**src/rtl/m3_run_sequencer.sv**
```systemverilog
// m3_run_sequencer: run-control FSM for one 3-phase motor channel.
// Owns run state, rotation direction, speed target/level and power level.
// Speed ramps one level per 100 Hz tick; each step is echoed as a one-cycle
// speedINCo/speedDECo pulse so the downstream speed calculator can follow it.
// Optional build macro: M3_REVERSE_DEADTIME_EN adds the DEAD state, which
// holds zero speed for DEAD_TICKS ticks before a direction flip.
//
// state     | code | meaning
// IDLE      | 0    | motor off, speed and power 0
// RAMP_UP   | 1    | stepping speed up toward target
// RUN       | 2    | speed equals target
// RAMP_DOWN | 3    | stepping down to target, or to 0 when stopping/reversing
// DEAD      | 4    | zero-speed hold before direction flip (option only)
module m3_run_sequencer #(
  parameter int SPEED_W        = 4,
  parameter int POWER_W        = 4,
  parameter int SPEED_MAX      = 15,
  parameter int POWER_MAX      = 15,
  parameter int POWER_MIN      = 1,
  parameter int POWER_START    = 4,
  parameter int SPEED_TGT_INIT = 8,
  parameter int DEAD_TICKS     = 10
) (
  input  logic               clkI,
  input  logic               rstI,
  input  logic               tick100hzI,
  input  logic               startI,
  input  logic               forceStopI,
  input  logic               invRotateI,
  input  logic               speedINCi,
  input  logic               speedDECi,
  input  logic               powerINCi,
  input  logic               powerDECi,
  output logic               workingO,
  output logic               dirO,
  output logic [SPEED_W-1:0] speedLvlO,
  output logic [SPEED_W-1:0] speedTgtO,
  output logic [POWER_W-1:0] powerLvlO,
  output logic               speedINCo,
  output logic               speedDECo,
  output logic [2:0]         stateO
);

  localparam logic [2:0] S_IDLE      = 3'd0;
  localparam logic [2:0] S_RAMP_UP   = 3'd1;
  localparam logic [2:0] S_RUN       = 3'd2;
  localparam logic [2:0] S_RAMP_DOWN = 3'd3;
  localparam logic [2:0] S_DEAD      = 3'd4;

  localparam logic [SPEED_W-1:0] SPD_MAX   = SPEED_W'(SPEED_MAX);
  localparam logic [SPEED_W-1:0] SPD_MIN   = SPEED_W'(1);
  localparam logic [SPEED_W-1:0] SPD_INIT  = SPEED_W'(SPEED_TGT_INIT);
  localparam logic [POWER_W-1:0] PWR_MAX   = POWER_W'(POWER_MAX);
  localparam logic [POWER_W-1:0] PWR_MIN   = POWER_W'(POWER_MIN);
  localparam logic [POWER_W-1:0] PWR_START = POWER_W'(POWER_START);

  logic [2:0]         state, state_nx;
  logic               working, working_nx;
  logic               dir, dir_nx;
  logic               stop_f, stop_nx;
  logic               rev_f, rev_nx;
  logic               inc_p, inc_nx;
  logic               dec_p, dec_nx;
  logic [SPEED_W-1:0] speed, speed_nx;
  logic [SPEED_W-1:0] tgt, tgt_nx;
  logic [POWER_W-1:0] power, power_nx;
  logic [SPEED_W-1:0] goal;
  logic               active, inv_go, stop_go;

`ifdef M3_REVERSE_DEADTIME_EN
  localparam int CNT_W = $clog2(DEAD_TICKS + 1);
  localparam logic [CNT_W-1:0] DEAD_LAST = CNT_W'(DEAD_TICKS - 1);
  logic [CNT_W-1:0] dead_cnt, dead_nx;
`endif

  // Reversal is only honoured once per ramp-down and never over a pending
  // stop; a start that loses to a reversal in the same cycle is dropped.
  assign active  = (state == S_RAMP_UP) || (state == S_RUN) || (state == S_RAMP_DOWN);
  assign inv_go  = invRotateI && active && !stop_f && !rev_f;
  assign stop_go = startI && active && !inv_go;
  assign goal    = (stop_f || rev_f) ? '0 : tgt;

  // State register and all registered outputs.
  always_ff @(posedge clkI or posedge rstI) begin
    if (rstI) begin
      state   <= S_IDLE;
      working <= 1'b0;
      dir     <= 1'b0;
      stop_f  <= 1'b0;
      rev_f   <= 1'b0;
      inc_p   <= 1'b0;
      dec_p   <= 1'b0;
      speed   <= '0;
      tgt     <= SPD_INIT;
      power   <= '0;
`ifdef M3_REVERSE_DEADTIME_EN
      dead_cnt <= '0;
`endif
    end else begin
      state   <= state_nx;
      working <= working_nx;
      dir     <= dir_nx;
      stop_f  <= stop_nx;
      rev_f   <= rev_nx;
      inc_p   <= inc_nx;
      dec_p   <= dec_nx;
      speed   <= speed_nx;
      tgt     <= tgt_nx;
      power   <= power_nx;
`ifdef M3_REVERSE_DEADTIME_EN
      dead_cnt <= dead_nx;
`endif
    end
  end

  // Speed target: saturating, adjustable in every state, conflicting pulses cancel.
  always_comb begin
    tgt_nx = tgt;
    if (speedINCi && !speedDECi && (tgt < SPD_MAX))
      tgt_nx = tgt + SPEED_W'(1);
    else if (speedDECi && !speedINCi && (tgt > SPD_MIN))
      tgt_nx = tgt - SPEED_W'(1);
  end

  // Next-state and datapath: power trim first, then FSM overrides.
  always_comb begin
    state_nx   = state;
    working_nx = working;
    dir_nx     = dir;
    stop_nx    = stop_f;
    rev_nx     = rev_f;
    speed_nx   = speed;
    inc_nx     = 1'b0;
    dec_nx     = 1'b0;
    power_nx   = power;
`ifdef M3_REVERSE_DEADTIME_EN
    dead_nx    = dead_cnt;
`endif
    if (working && powerINCi && !powerDECi && (power < PWR_MAX))
      power_nx = power + POWER_W'(1);
    else if (working && powerDECi && !powerINCi && (power > PWR_MIN))
      power_nx = power - POWER_W'(1);

    if (forceStopI) begin
      state_nx   = S_IDLE;
      working_nx = 1'b0;
      speed_nx   = '0;
      power_nx   = '0;
      stop_nx    = 1'b0;
      rev_nx     = 1'b0;
`ifdef M3_REVERSE_DEADTIME_EN
      dead_nx    = '0;
`endif
    end else if (inv_go) begin
      rev_nx   = 1'b1;
      state_nx = S_RAMP_DOWN;
    end else if (stop_go) begin
      stop_nx  = 1'b1;
      state_nx = S_RAMP_DOWN;
    end else begin
      case (state)
        S_IDLE: begin
          if (startI) begin
            state_nx   = S_RAMP_UP;
            working_nx = 1'b1;
            power_nx   = PWR_START;
            speed_nx   = '0;
          end
        end
        S_RAMP_UP: begin
          if (speed >= tgt) begin
            state_nx = S_RUN;
          end else if (tick100hzI) begin
            speed_nx = speed + SPEED_W'(1);
            inc_nx   = 1'b1;
          end
        end
        S_RUN: begin
          if (tgt > speed)      state_nx = S_RAMP_UP;
          else if (tgt < speed) state_nx = S_RAMP_DOWN;
        end
        S_RAMP_DOWN: begin
          if (speed <= goal) begin
            // goal is 0 whenever a flag is set, so here speed is 0 for the flag cases
            if (stop_f) begin
              state_nx   = S_IDLE;
              working_nx = 1'b0;
              power_nx   = '0;
              stop_nx    = 1'b0;
              rev_nx     = 1'b0;
            end else if (rev_f) begin
`ifdef M3_REVERSE_DEADTIME_EN
              state_nx = S_DEAD;
              dead_nx  = '0;
`else
              dir_nx   = ~dir;
              rev_nx   = 1'b0;
              state_nx = S_RAMP_UP;
`endif
            end else begin
              state_nx = S_RUN;
            end
          end else if (tick100hzI) begin
            speed_nx = speed - SPEED_W'(1);
            dec_nx   = 1'b1;
          end
        end
`ifdef M3_REVERSE_DEADTIME_EN
        S_DEAD: begin
          if (tick100hzI) begin
            if (dead_cnt == DEAD_LAST) begin
              dead_nx  = '0;
              dir_nx   = ~dir;
              rev_nx   = 1'b0;
              state_nx = S_RAMP_UP;
            end else begin
              dead_nx = dead_cnt + CNT_W'(1);
            end
          end
        end
`endif
        default: state_nx = S_IDLE;
      endcase
    end
  end

  // Output mapping from registered state.
  always_comb begin
    stateO    = state;
    workingO  = working;
    dirO      = dir;
    speedLvlO = speed;
    speedTgtO = tgt;
    powerLvlO = power;
    speedINCo = inc_p;
    speedDECo = dec_p;
  end

endmodule

```
**config.mk**
```make
export PLATFORM = sky130hd
export DESIGN_NAME = m3_run_sequencer
export DESIGN_NICKNAME = d
export VERILOG_FILES = /design/src/rtl/m3_run_sequencer.sv
export SDC_FILE = /design/constraint.sdc
export NUM_CORES = 1
export LEC_CHECK = 0
export BUFFER_PORTS_ARGS = -buffer_cell sky130_fd_sc_hd__buf_2
export CAP_MARGIN = 15
export CORE_UTILIZATION = 45
export DETAILED_ROUTE_END_ITERATION = 12
export PLACE_DENSITY = 0.65
export SKIP_LAST_GASP = 1
export SLEW_MARGIN = 20
export SYNTH_ARGS = -nofsm -noshare
export SYNTH_HDL_FRONTEND = slang
export SYNTH_SLANG_ARGS = --single-unit
```
**constraint.sdc**
```tcl
create_clock -name clkI -period 2.8 [get_ports clkI]
set_input_delay 0.14 -clock clkI [delete_from_list [all_inputs] [get_ports clkI]]
set_output_delay 0.14 -clock clkI [all_outputs]
set_load 0.03 [all_outputs]
```
==> impl_results.html, run 1 <==
<table>
<tr><th>Metric</th><th>Value</th></tr>
<tr><th colspan="2">Floorplanning</th></tr>
<tr><td>IO Count</td><td>29</td></tr>
<tr><td>Cell Rows</td><td>21</td></tr>
<tr><td>Core Footprint</td><td>0.00339 mm²</td></tr>
<tr><td>Chip Height</td><td>61.7 µm</td></tr>
<tr><td>Horiz. Die Dim</td><td>61.7 µm</td></tr>
<tr><td>Effective utilization at floorplan</td><td>47.4%</td></tr>
<tr><td>Die area</td><td>0.00381 mm²</td></tr>
<tr><th colspan="2">Critical path</th></tr>
<tr><td>Category of the worst setup path capture point</td><td>flip-flop</td></tr>
<tr><td>Startpoint class of the critical path</td><td>flip-flop</td></tr>
<tr><td>Largest fanout on the critical path</td><td>8</td></tr>
<tr><td>Required time of the critical path</td><td>3.03 ns</td></tr>
<tr><td>Kind of critical path</td><td>flip-flop to flip-flop</td></tr>
<tr><td>Endpoint of the worst register-to-register path</td><td>speedLvlO[1]</td></tr>
<tr><td>Critical Path Source</td><td>stop_f</td></tr>
<tr><td>Register-to-register setup slack</td><td>0.25 ns</td></tr>
<tr><td>Crit path arrival time</td><td>2.79 ns</td></tr>
<tr><td>Worst-case reg-to-reg path depth</td><td>9</td></tr>
<tr><td>Crit path capture</td><td>speedLvlO[1]</td></tr>
<tr><td>Launch instance of the worst register-to-register path</td><td>stop_f</td></tr>
<tr><th colspan="2">Routing</th></tr>
<tr><td>Total routed wirelength</td><td>3.49 mm</td></tr>
<tr><td>First-iteration detailed-routing DRC count</td><td>56</td></tr>
<tr><td>Detailed-routing iteration count for the pre-antenna-repair pass</td><td>4</td></tr>
<tr><td>Wirelength per Cell</td><td>13.6 µm</td></tr>
<tr><td>Number of nets still failing antenna checks after routing</td><td>0</td></tr>
<tr><td>Post-detailed-route DRC marker count</td><td>0</td></tr>
<tr><td>Via density per instance</td><td>5.72</td></tr>
<tr><td>Vias after detailed routing</td><td>1464</td></tr>
<tr><th colspan="2">Yosys</th></tr>
<tr><td>Leading post-synthesis cells by instance count</td><td>sky130_fd_sc_hd__ha_1, sky130_fd_sc_hd__dfrtp_1, sky130_fd_sc_hd__nor2_1</td></tr>
<tr><td>Post-synthesis sequential area ratio</td><td>31.3%</td></tr>
<tr><td>Main flop type after synthesis</td><td>sky130_fd_sc_hd__dfrtp_1</td></tr>
<tr><td>Post-synthesis net count</td><td>211</td></tr>
<tr><td>Top-count cell post-synth</td><td>sky130_fd_sc_hd__ha_1</td></tr>
<tr><td>Count of flip-flops with a built-in enable after synthesis</td><td>0</td></tr>
<tr><td>Async set-reset flop share out of synthesis</td><td>100%</td></tr>
<tr><td>Mean instance size in the synthesized netlist</td><td>8.92 µm²</td></tr>
<tr><td>Top post-synthesis cells by area</td><td>sky130_fd_sc_hd__dfrtp_1, sky130_fd_sc_hd__ha_1, sky130_fd_sc_hd__a21oi_1</td></tr>
<tr><td>Synthesis-stage register bit count</td><td>20</td></tr>
<tr><td>Number of distinct library cell variants in the gate-level netlist after synthesis</td><td>49</td></tr>
<tr><td>Largest area contributor in the netlist</td><td>sky130_fd_sc_hd__dfrtp_1</td></tr>
<tr><td>Proportion of netlist area held by the largest area contributor</td><td>29.6%</td></tr>
<tr><td>Post-Synthesis Cells</td><td>180</td></tr>
<tr><td>Count of yosys warnings during synthesis</td><td>0</td></tr>
<tr><td>Post-synthesis instance area</td><td>0.00161 mm²</td></tr>
<tr><th colspan="2">Cells and area</th></tr>
<tr><td>Final-layout fill cell count</td><td>331</td></tr>
<tr><td>Number of standard cells in the final layout excluding fillers</td><td>256</td></tr>
<tr><td>Layout Nets</td><td>242</td></tr>
<tr><td>Count of antenna diodes in the layout</td><td>0</td></tr>
<tr><td>Utilization after layout</td><td>53.9%</td></tr>
<tr><td>Layout cells sized above 1</td><td>19.5%</td></tr>
<tr><td>Layout area overhead</td><td>13.9%</td></tr>
<tr><th colspan="2">GRT</th></tr>
<tr><td>Met3 track utilization from global routing</td><td>2.48%</td></tr>
<tr><td>Congestion Overflow GR</td><td>0</td></tr>
<tr><td>Initial antenna violation count</td><td>0</td></tr>
<tr><td>Number of global-route vias before repair</td><td>1313</td></tr>
<tr><td>Global-route wire length before repair</td><td>5.68 mm</td></tr>
<tr><td>Pin count of the biggest net entering global routing</td><td>21</td></tr>
<tr><td>Global Route met2 Usage</td><td>37.2%</td></tr>
<tr><td>GRT Total Usage</td><td>20.1%</td></tr>
<tr><td>Met1 Usage GRT</td><td>25.1%</td></tr>
<tr><td>Most used routing layer</td><td>met2</td></tr>
<tr><th colspan="2">Placed design</th></tr>
<tr><td>Routability Congestion</td><td>0.858</td></tr>
<tr><td>Placed cell count</td><td>251</td></tr>
<tr><td>HPWL reported at the end of detailed placement</td><td>2.82 mm</td></tr>
<tr><td># port buffers</td><td>27</td></tr>
<tr><td>Worst Setup Slack post-DPL</td><td>0.281 ns</td></tr>
<tr><th colspan="2">Clock tree</th></tr>
<tr><td>Worst-Skew Late Latency</td><td>0.30 ns</td></tr>
<tr><td>CTS root buf</td><td>sky130_fd_sc_hd__clkbuf_4</td></tr>
<tr><td>Htree depth</td><td>1</td></tr>
<tr><td>Clk slew on worst S/H paths</td><td>0.11 ns</td></tr>
<tr><td>Cells resized by post-CTS repair</td><td>0</td></tr>
<tr><td># clock sinks</td><td>20</td></tr>
<tr><td>Num CTS Buffers</td><td>3</td></tr>
<tr><td>CTS tree</td><td>yes</td></tr>
<tr><td>Maximum buffer depth of the clock tree</td><td>2</td></tr>
<tr><th colspan="2">Timing</th></tr>
<tr><td>Min Clock Period, post-route</td><td>2.55 ns</td></tr>
<tr><td>Slew at the pin with the worst max-slew slack</td><td>0.891 ns</td></tr>
<tr><td>Final Cycle Share</td><td>91.2%</td></tr>
<tr><td>Maximum achievable frequency</td><td>0.392 GHz</td></tr>
<tr><td>Final worst slack</td><td>0.246 ns</td></tr>
<tr><td>Number of setup violations in the final report</td><td>0</td></tr>
<tr><td>Final slew viol count</td><td>0</td></tr>
<tr><td>Setup repair after global routing missed its margin</td><td>no</td></tr>
<tr><td>Hold violation total from the final report</td><td>0</td></tr>
<tr><td>Worst-case clock skew</td><td>0.00420 ns</td></tr>
<tr><td>Worst slew margin relative to its limit</td><td>39.8%</td></tr>
<tr><td>Final setup TNS</td><td>0 ns</td></tr>
<tr><th colspan="2">Min path</th></tr>
<tr><td>Min-delay worst type</td><td>input port to flip-flop</td></tr>
<tr><th colspan="2">Power and ir drop</th></tr>
<tr><td>Highest ir drop seen on vdd</td><td>0.473 mV</td></tr>
<tr><td>Static power due to leakage</td><td>0.000859 µW</td></tr>
<tr><td>Total power density per cell area</td><td>943 mW/mm²</td></tr>
<tr><th colspan="2">Outcome</th></tr>
<tr><td>Run status</td><td>complete, no violations</td></tr>
<tr><th colspan="2">Run</th></tr>
<tr><td>Max-cap violations</td><td>0</td></tr>
</table>
layout make-up:
class / instances / area, µm² / area share (%)
timing repair buffer: 28 / 145 / 7.94
tap: 46 / 57.6 / 3.15
multi-input combinational: 143 / 1030 / 56.4
sequential: 20 / 502 / 27.4
inverter: 15 / 56.3 / 3.08
clock buffer: 4 / 36.3 / 1.98
repair_timing:
item,CTS,global route
hold buffers,1,0
endpoints found under the hold margin,19,0
buffers inserted,0,0
worst max-delay path, cell delays in order (launching register included):
cell                       delay (ns)
sky130_fd_sc_hd__dfrtp_1         0.45
sky130_fd_sc_hd__nor2_1          0.28
sky130_fd_sc_hd__nand2_1         0.10
sky130_fd_sc_hd__ha_1            0.30
sky130_fd_sc_hd__and2_4          0.17
sky130_fd_sc_hd__and4_4          0.19
sky130_fd_sc_hd__a31oi_4         0.22
sky130_fd_sc_hd__o211ai_4        0.14
sky130_fd_sc_hd__or4b_1          0.47
sky130_fd_sc_hd__a31oi_1         0.17
power by group:
part	switching, µW	internal (µW)
sequential	128	376
clock	89.3	79.3
combinational	660	392
state kept, by name (all words and copies together) (netlist names):
name	flops
speedDECo	1
workingO	1
speedTgtO	4
speedLvlO	4
dirO	1
rev_f	1
speedINCo	1
powerLvlO	4
stateO	2
stop_f	1
logic make-up (layout without fill, tap and decap cells):
| logic type | after synthesis | after routing | share of synthesized area (%) |
|---|---|---|---|
| xor gates and xnor gates | 8 | 8 | 4.36 |
| adders and majority gates | 21 | 21 | 16.8 |
| AOI/OAI and AO/OA | 50 | 50 | 21.9 |
| buffers and inverters | 17 | 47 | 4.52 |
| muxes | 1 | 1 | 0.624 |
| and+or+nand+nor | 62 | 62 | 20.3 |
| DFF | 20 | 20 | 31.3 |
| other | 1 | 1 | 0.234 |
stage by stage:
| step | instance area (µm²) | power [µW] | hold WS [ns] |
|---|---|---|---|
| 4_1_cts | 1830 | 1730 | 0.155 |
| 3_3_place_gp | 1780 | 1520 | 0.317 |
| 3_5_place_dp | 1780 | 1560 | 0.316 |
| 2_1_floorplan | 1610 | 1300 | 0.103 |
| 5_1_grt | 1830 | 1880 | 0.168 |
| 6_report | 1830 | 1720 | 0.147 |
worst min-delay path by stage:
stage	from	endpoint	slack [ns]	cells after the start
finish	forceStopI	speedLvlO[2]	0.15	2
global placement	rstI	speedLvlO[2]	0.32	2
floorplan	rstI	dirO	0.10	1
detailed placement	rstI	speedLvlO[0]	0.32	2
global route	forceStopI	speedLvlO[2]	0.17	2
CTS	forceStopI	speedLvlO[0]	0.15	2
routing by layer:
| layer | share of wire, % | vias to the layer above |
|---|---|---|
| met5 | 0 | - |
| met4 | 1.2 | 0 |
| met3 | 4.8 | 8 |
| met2 | 52 | 51 |
| met1 | 42 | 691 |
| li1 | - | 714 |
placed cells by master, fill, tap and decap left out, drive strengths merged, types with 3 or more instances in the layout:
master,n
and3,3
a21oi,16
nand2,15
nor3,4
nand3b,3
nor2b,3
clkbuf,4
dfrtp,19
or3,5
a22oi,3
buf,27
a31oi,4
nand3,3
xnor2,7
inv,15
o21ai,8
nor2,16
ha,20
o211ai,4
Power figures use the tool's default switching activity.
==> inputs of run 2 (changes only) <==
==> constraint.sdc (replaced) <==
create_clock -name clkI -period 2.6 [get_ports clkI]
set_input_delay 0.13 -clock clkI [delete_from_list [all_inputs] [get_ports clkI]]
set_output_delay 0.13 -clock clkI [all_outputs]
set_load 0.03 [all_outputs]
==> impl_results.html, run 2 (synthesis gave the netlist of run 1 again) <==
<table>
<tr><th>Metric</th><th>Value</th></tr>
<tr><th colspan="2">Routing</th></tr>
<tr><td>Wirelength per Cell</td><td>14.2 µm</td></tr>
<tr><td>Detailed-routing iteration count for the pre-antenna-repair pass</td><td>4</td></tr>
<tr><td>First-iteration detailed-routing DRC count</td><td>58</td></tr>
<tr><td>Via density per instance</td><td>5.57</td></tr>
<tr><td>Vias after detailed routing</td><td>1442</td></tr>
<tr><td>Post-detailed-route DRC marker count</td><td>0</td></tr>
<tr><td>Total routed wirelength</td><td>3.67 mm</td></tr>
<tr><td>Number of nets still failing antenna checks after routing</td><td>0</td></tr>
<tr><th colspan="2">Power and ir drop</th></tr>
<tr><td>Static power due to leakage</td><td>0.000875 µW</td></tr>
<tr><td>Switching power total</td><td>961 µW</td></tr>
<tr><td>Share of total power consumed by net switching</td><td>50.8%</td></tr>
<tr><td>Highest ir drop seen on vdd</td><td>0.691 mV</td></tr>
<tr><td>Share of total power in sequential cells</td><td>28.9%</td></tr>
<tr><td>Combinational power share</td><td>61.5%</td></tr>
<tr><td>Total power density per cell area</td><td>1020 mW/mm²</td></tr>
<tr><td>Share of total power in the clock network</td><td>9.6%</td></tr>
<tr><td>Internal power of the cells</td><td>930 µW</td></tr>
<tr><th colspan="2">Cells and area</th></tr>
<tr><td>Leading cell types in the layout, fill and taps excluded</td><td>sky130_fd_sc_hd__buf_2, sky130_fd_sc_hd__ha_1, sky130_fd_sc_hd__dfrtp_1</td></tr>
<tr><td>Commonest non-fill, non-tap cell in the layout</td><td>sky130_fd_sc_hd__buf_2</td></tr>
<tr><td>Layout area overhead</td><td>15.4%</td></tr>
<tr><td>Count of antenna diodes in the layout</td><td>0</td></tr>
<tr><td>Layout cells sized above 1</td><td>21.1%</td></tr>
<tr><td>Layout Nets</td><td>245</td></tr>
<tr><th colspan="2">Floorplanning</th></tr>
<tr><td>Cell Rows</td><td>21</td></tr>
<tr><td>Core Footprint</td><td>0.00339 mm²</td></tr>
<tr><td>IO Count</td><td>29</td></tr>
<tr><td>Horiz. Die Dim</td><td>61.7 µm</td></tr>
<tr><td>Die area</td><td>0.00381 mm²</td></tr>
<tr><td>Effective utilization at floorplan</td><td>47.4%</td></tr>
<tr><td>Chip Height</td><td>61.7 µm</td></tr>
<tr><th colspan="2">Outcome</th></tr>
<tr><td>Run status</td><td>complete, no violations</td></tr>
<tr><th colspan="2">GRT</th></tr>
<tr><td>Met1 Usage GRT</td><td>24.9%</td></tr>
<tr><td>Initial antenna violation count</td><td>0</td></tr>
<tr><td>Most used routing layer</td><td>met2</td></tr>
<tr><td>Number of global-route vias before repair</td><td>1331</td></tr>
<tr><td>Congestion Overflow GR</td><td>0</td></tr>
<tr><td>Global Route met2 Usage</td><td>39.3%</td></tr>
<tr><td>GRT Total Usage</td><td>21.1%</td></tr>
<tr><td>Met3 track utilization from global routing</td><td>2.48%</td></tr>
<tr><td>Global-route wire length before repair</td><td>5.82 mm</td></tr>
<tr><td>Pin count of the biggest net entering global routing</td><td>21</td></tr>
<tr><th colspan="2">Timing</th></tr>
<tr><td>Setup repair after global routing missed its margin</td><td>no</td></tr>
<tr><td>Final setup TNS</td><td>0 ns</td></tr>
<tr><td>Min Clock Period, post-route</td><td>2.45 ns</td></tr>
<tr><td>Hold violation total from the final report</td><td>0</td></tr>
<tr><td>Number of setup violations in the final report</td><td>0</td></tr>
<tr><td>Worst-case clock skew</td><td>0.00918 ns</td></tr>
<tr><td>Final Cycle Share</td><td>94.2%</td></tr>
<tr><td>Final slew viol count</td><td>0</td></tr>
<tr><td>Slew at the pin with the worst max-slew slack</td><td>0.768 ns</td></tr>
<tr><td>Maximum achievable frequency</td><td>0.408 GHz</td></tr>
<tr><td>Final worst slack</td><td>0.151 ns</td></tr>
<tr><td>Worst slew margin relative to its limit</td><td>48.7%</td></tr>
<tr><td>Minimum hold slack</td><td>0.132 ns</td></tr>
<tr><th colspan="2">Critical path</th></tr>
<tr><td>Launch instance of the worst register-to-register path</td><td>rev_f</td></tr>
<tr><td>Cell type of the slowest stage on the worst timing path</td><td>sky130_fd_sc_hd__or4b_1</td></tr>
<tr><td>Category of the worst setup path capture point</td><td>flip-flop</td></tr>
<tr><td>Required time of the critical path</td><td>2.84 ns</td></tr>
<tr><td>Stage delay of the slowest cell on the critical path</td><td>0.48 ns</td></tr>
<tr><td>Critical path cell sequence</td><td>nor2_2 &gt; nand2_1 &gt; ha_1 &gt; and2_4 &gt; and4_4 &gt; a31oi_4 &gt; o211ai_4 &gt; or4b_1 &gt; a31oi_1</td></tr>
<tr><td>Startpoint class of the critical path</td><td>flip-flop</td></tr>
<tr><td>Crit path arrival time</td><td>2.69 ns</td></tr>
<tr><td>Kind of critical path</td><td>flip-flop to flip-flop</td></tr>
<tr><td>Critical Path Source</td><td>rev_f</td></tr>
<tr><td>Largest fanout on the critical path</td><td>8</td></tr>
<tr><th colspan="2">Placed design</th></tr>
<tr><td>Routability Congestion</td><td>0.833</td></tr>
<tr><td>Worst Setup Slack post-DPL</td><td>0.103 ns</td></tr>
<tr><td>HPWL reported at the end of detailed placement</td><td>2.91 mm</td></tr>
<tr><td># port buffers</td><td>27</td></tr>
<tr><th colspan="2">Clock tree</th></tr>
<tr><td>Htree depth</td><td>1</td></tr>
<tr><td>Num CTS Buffers</td><td>3</td></tr>
<tr><td>Clk slew on worst S/H paths</td><td>0.12 ns</td></tr>
<tr><td>Maximum buffer depth of the clock tree</td><td>2</td></tr>
<tr><td>CTS tree</td><td>yes</td></tr>
<tr><td>CTS root buf</td><td>sky130_fd_sc_hd__clkbuf_4</td></tr>
<tr><td>Setup Buffers After CTS</td><td>0</td></tr>
<tr><td># clock sinks</td><td>20</td></tr>
<tr><td>Worst-Skew Late Latency</td><td>0.30 ns</td></tr>
<tr><th colspan="2">Min path</th></tr>
<tr><td>Min-delay worst type</td><td>input port to flip-flop</td></tr>
<tr><td>Startpoint of the most critical hold path</td><td>forceStopI</td></tr>
<tr><th colspan="2">Run</th></tr>
<tr><td>Max-cap violations</td><td>0</td></tr>
</table>
==> run 2: cell types whose count changed in the layout (fill, tap and decap cells not counted), sizes merged <==
cell  change
buf       +3
==> run 2: through the flow <==
stage | total power (µW) | util (%) | cell area, µm² | std cells
after global placement | 1660 | 53.2 | 1800 | 254
after global routing | 2050 | 54.7 | 1850 | 259
after CTS | 1900 | 54.6 | 1850 | 259
after detailed placement | 1710 | 53.2 | 1800 | 254
after floorplan | 1400 | - | 1610 | 180
final | 1890 | 54.7 | 1850 | 259
==> run 2: area by class of cell <==
cell class              count  area [µm²]
multi-input cells         143        1030
well taps                  46        57.6
flip-flops and latches     20         502
repair buffers             31         168
clock buffers               4        36.3
fillers                   339        1540
inverters                  15        56.3
==> run 2: path summary, 6_finish.rpt <==
kind / slack (ns) / depth (start not counted) / end
max: 0.15 / 9 / speedLvlO[1]
min: 0.13 / 2 / speedLvlO[0]
max reg2reg: 0.15 / 9 / speedLvlO[1]
min reg2reg: 0.48 / 1 / dirO
max in group asynchronous: 1.62 / 3 / stop_f
min in group asynchronous: 0.50 / 3 / speedLvlO[3]
==> run 2: power by group through the flow <==
| stage | Clock (µW) | Combinational (µW) | Sequential (µW) |
|---|---|---|---|
| 2_1_floorplan | 0 | 721 | 675 |
| 3_3_place_gp | 0 | 1120 | 540 |
| 3_5_place_dp | 0 | 1150 | 556 |
| 4_1_cts | 188 | 1160 | 548 |
| 5_1_grt | 201 | 1280 | 568 |
| 6_report | 181 | 1160 | 546 |
==> run 2: repair_timing <==
action | 4_1_cts | 5_1_grt
endpoints found under the hold margin | 19 | 0
hold buffers | 1 | 0
endpoints found under the setup margin | 0 | 5
resized for setup | 0 | 1
==> run 2: layer usage <==
metal,up-vias,wire (µm)
li1,717,-
met1,688,1670
met2,35,1860
met3,2,129
met4,0,10
met5,-,0
==> run 2: critical path: cells and delay by family, from the launching register on <==
| family | cells | cell delay [ns] |
|---|---|---|
| flops | 1 | 0.45 |
| simple gates | 5 | 1.12 |
| fa+ha+maj | 1 | 0.30 |
| compound gates | 3 | 0.51 |
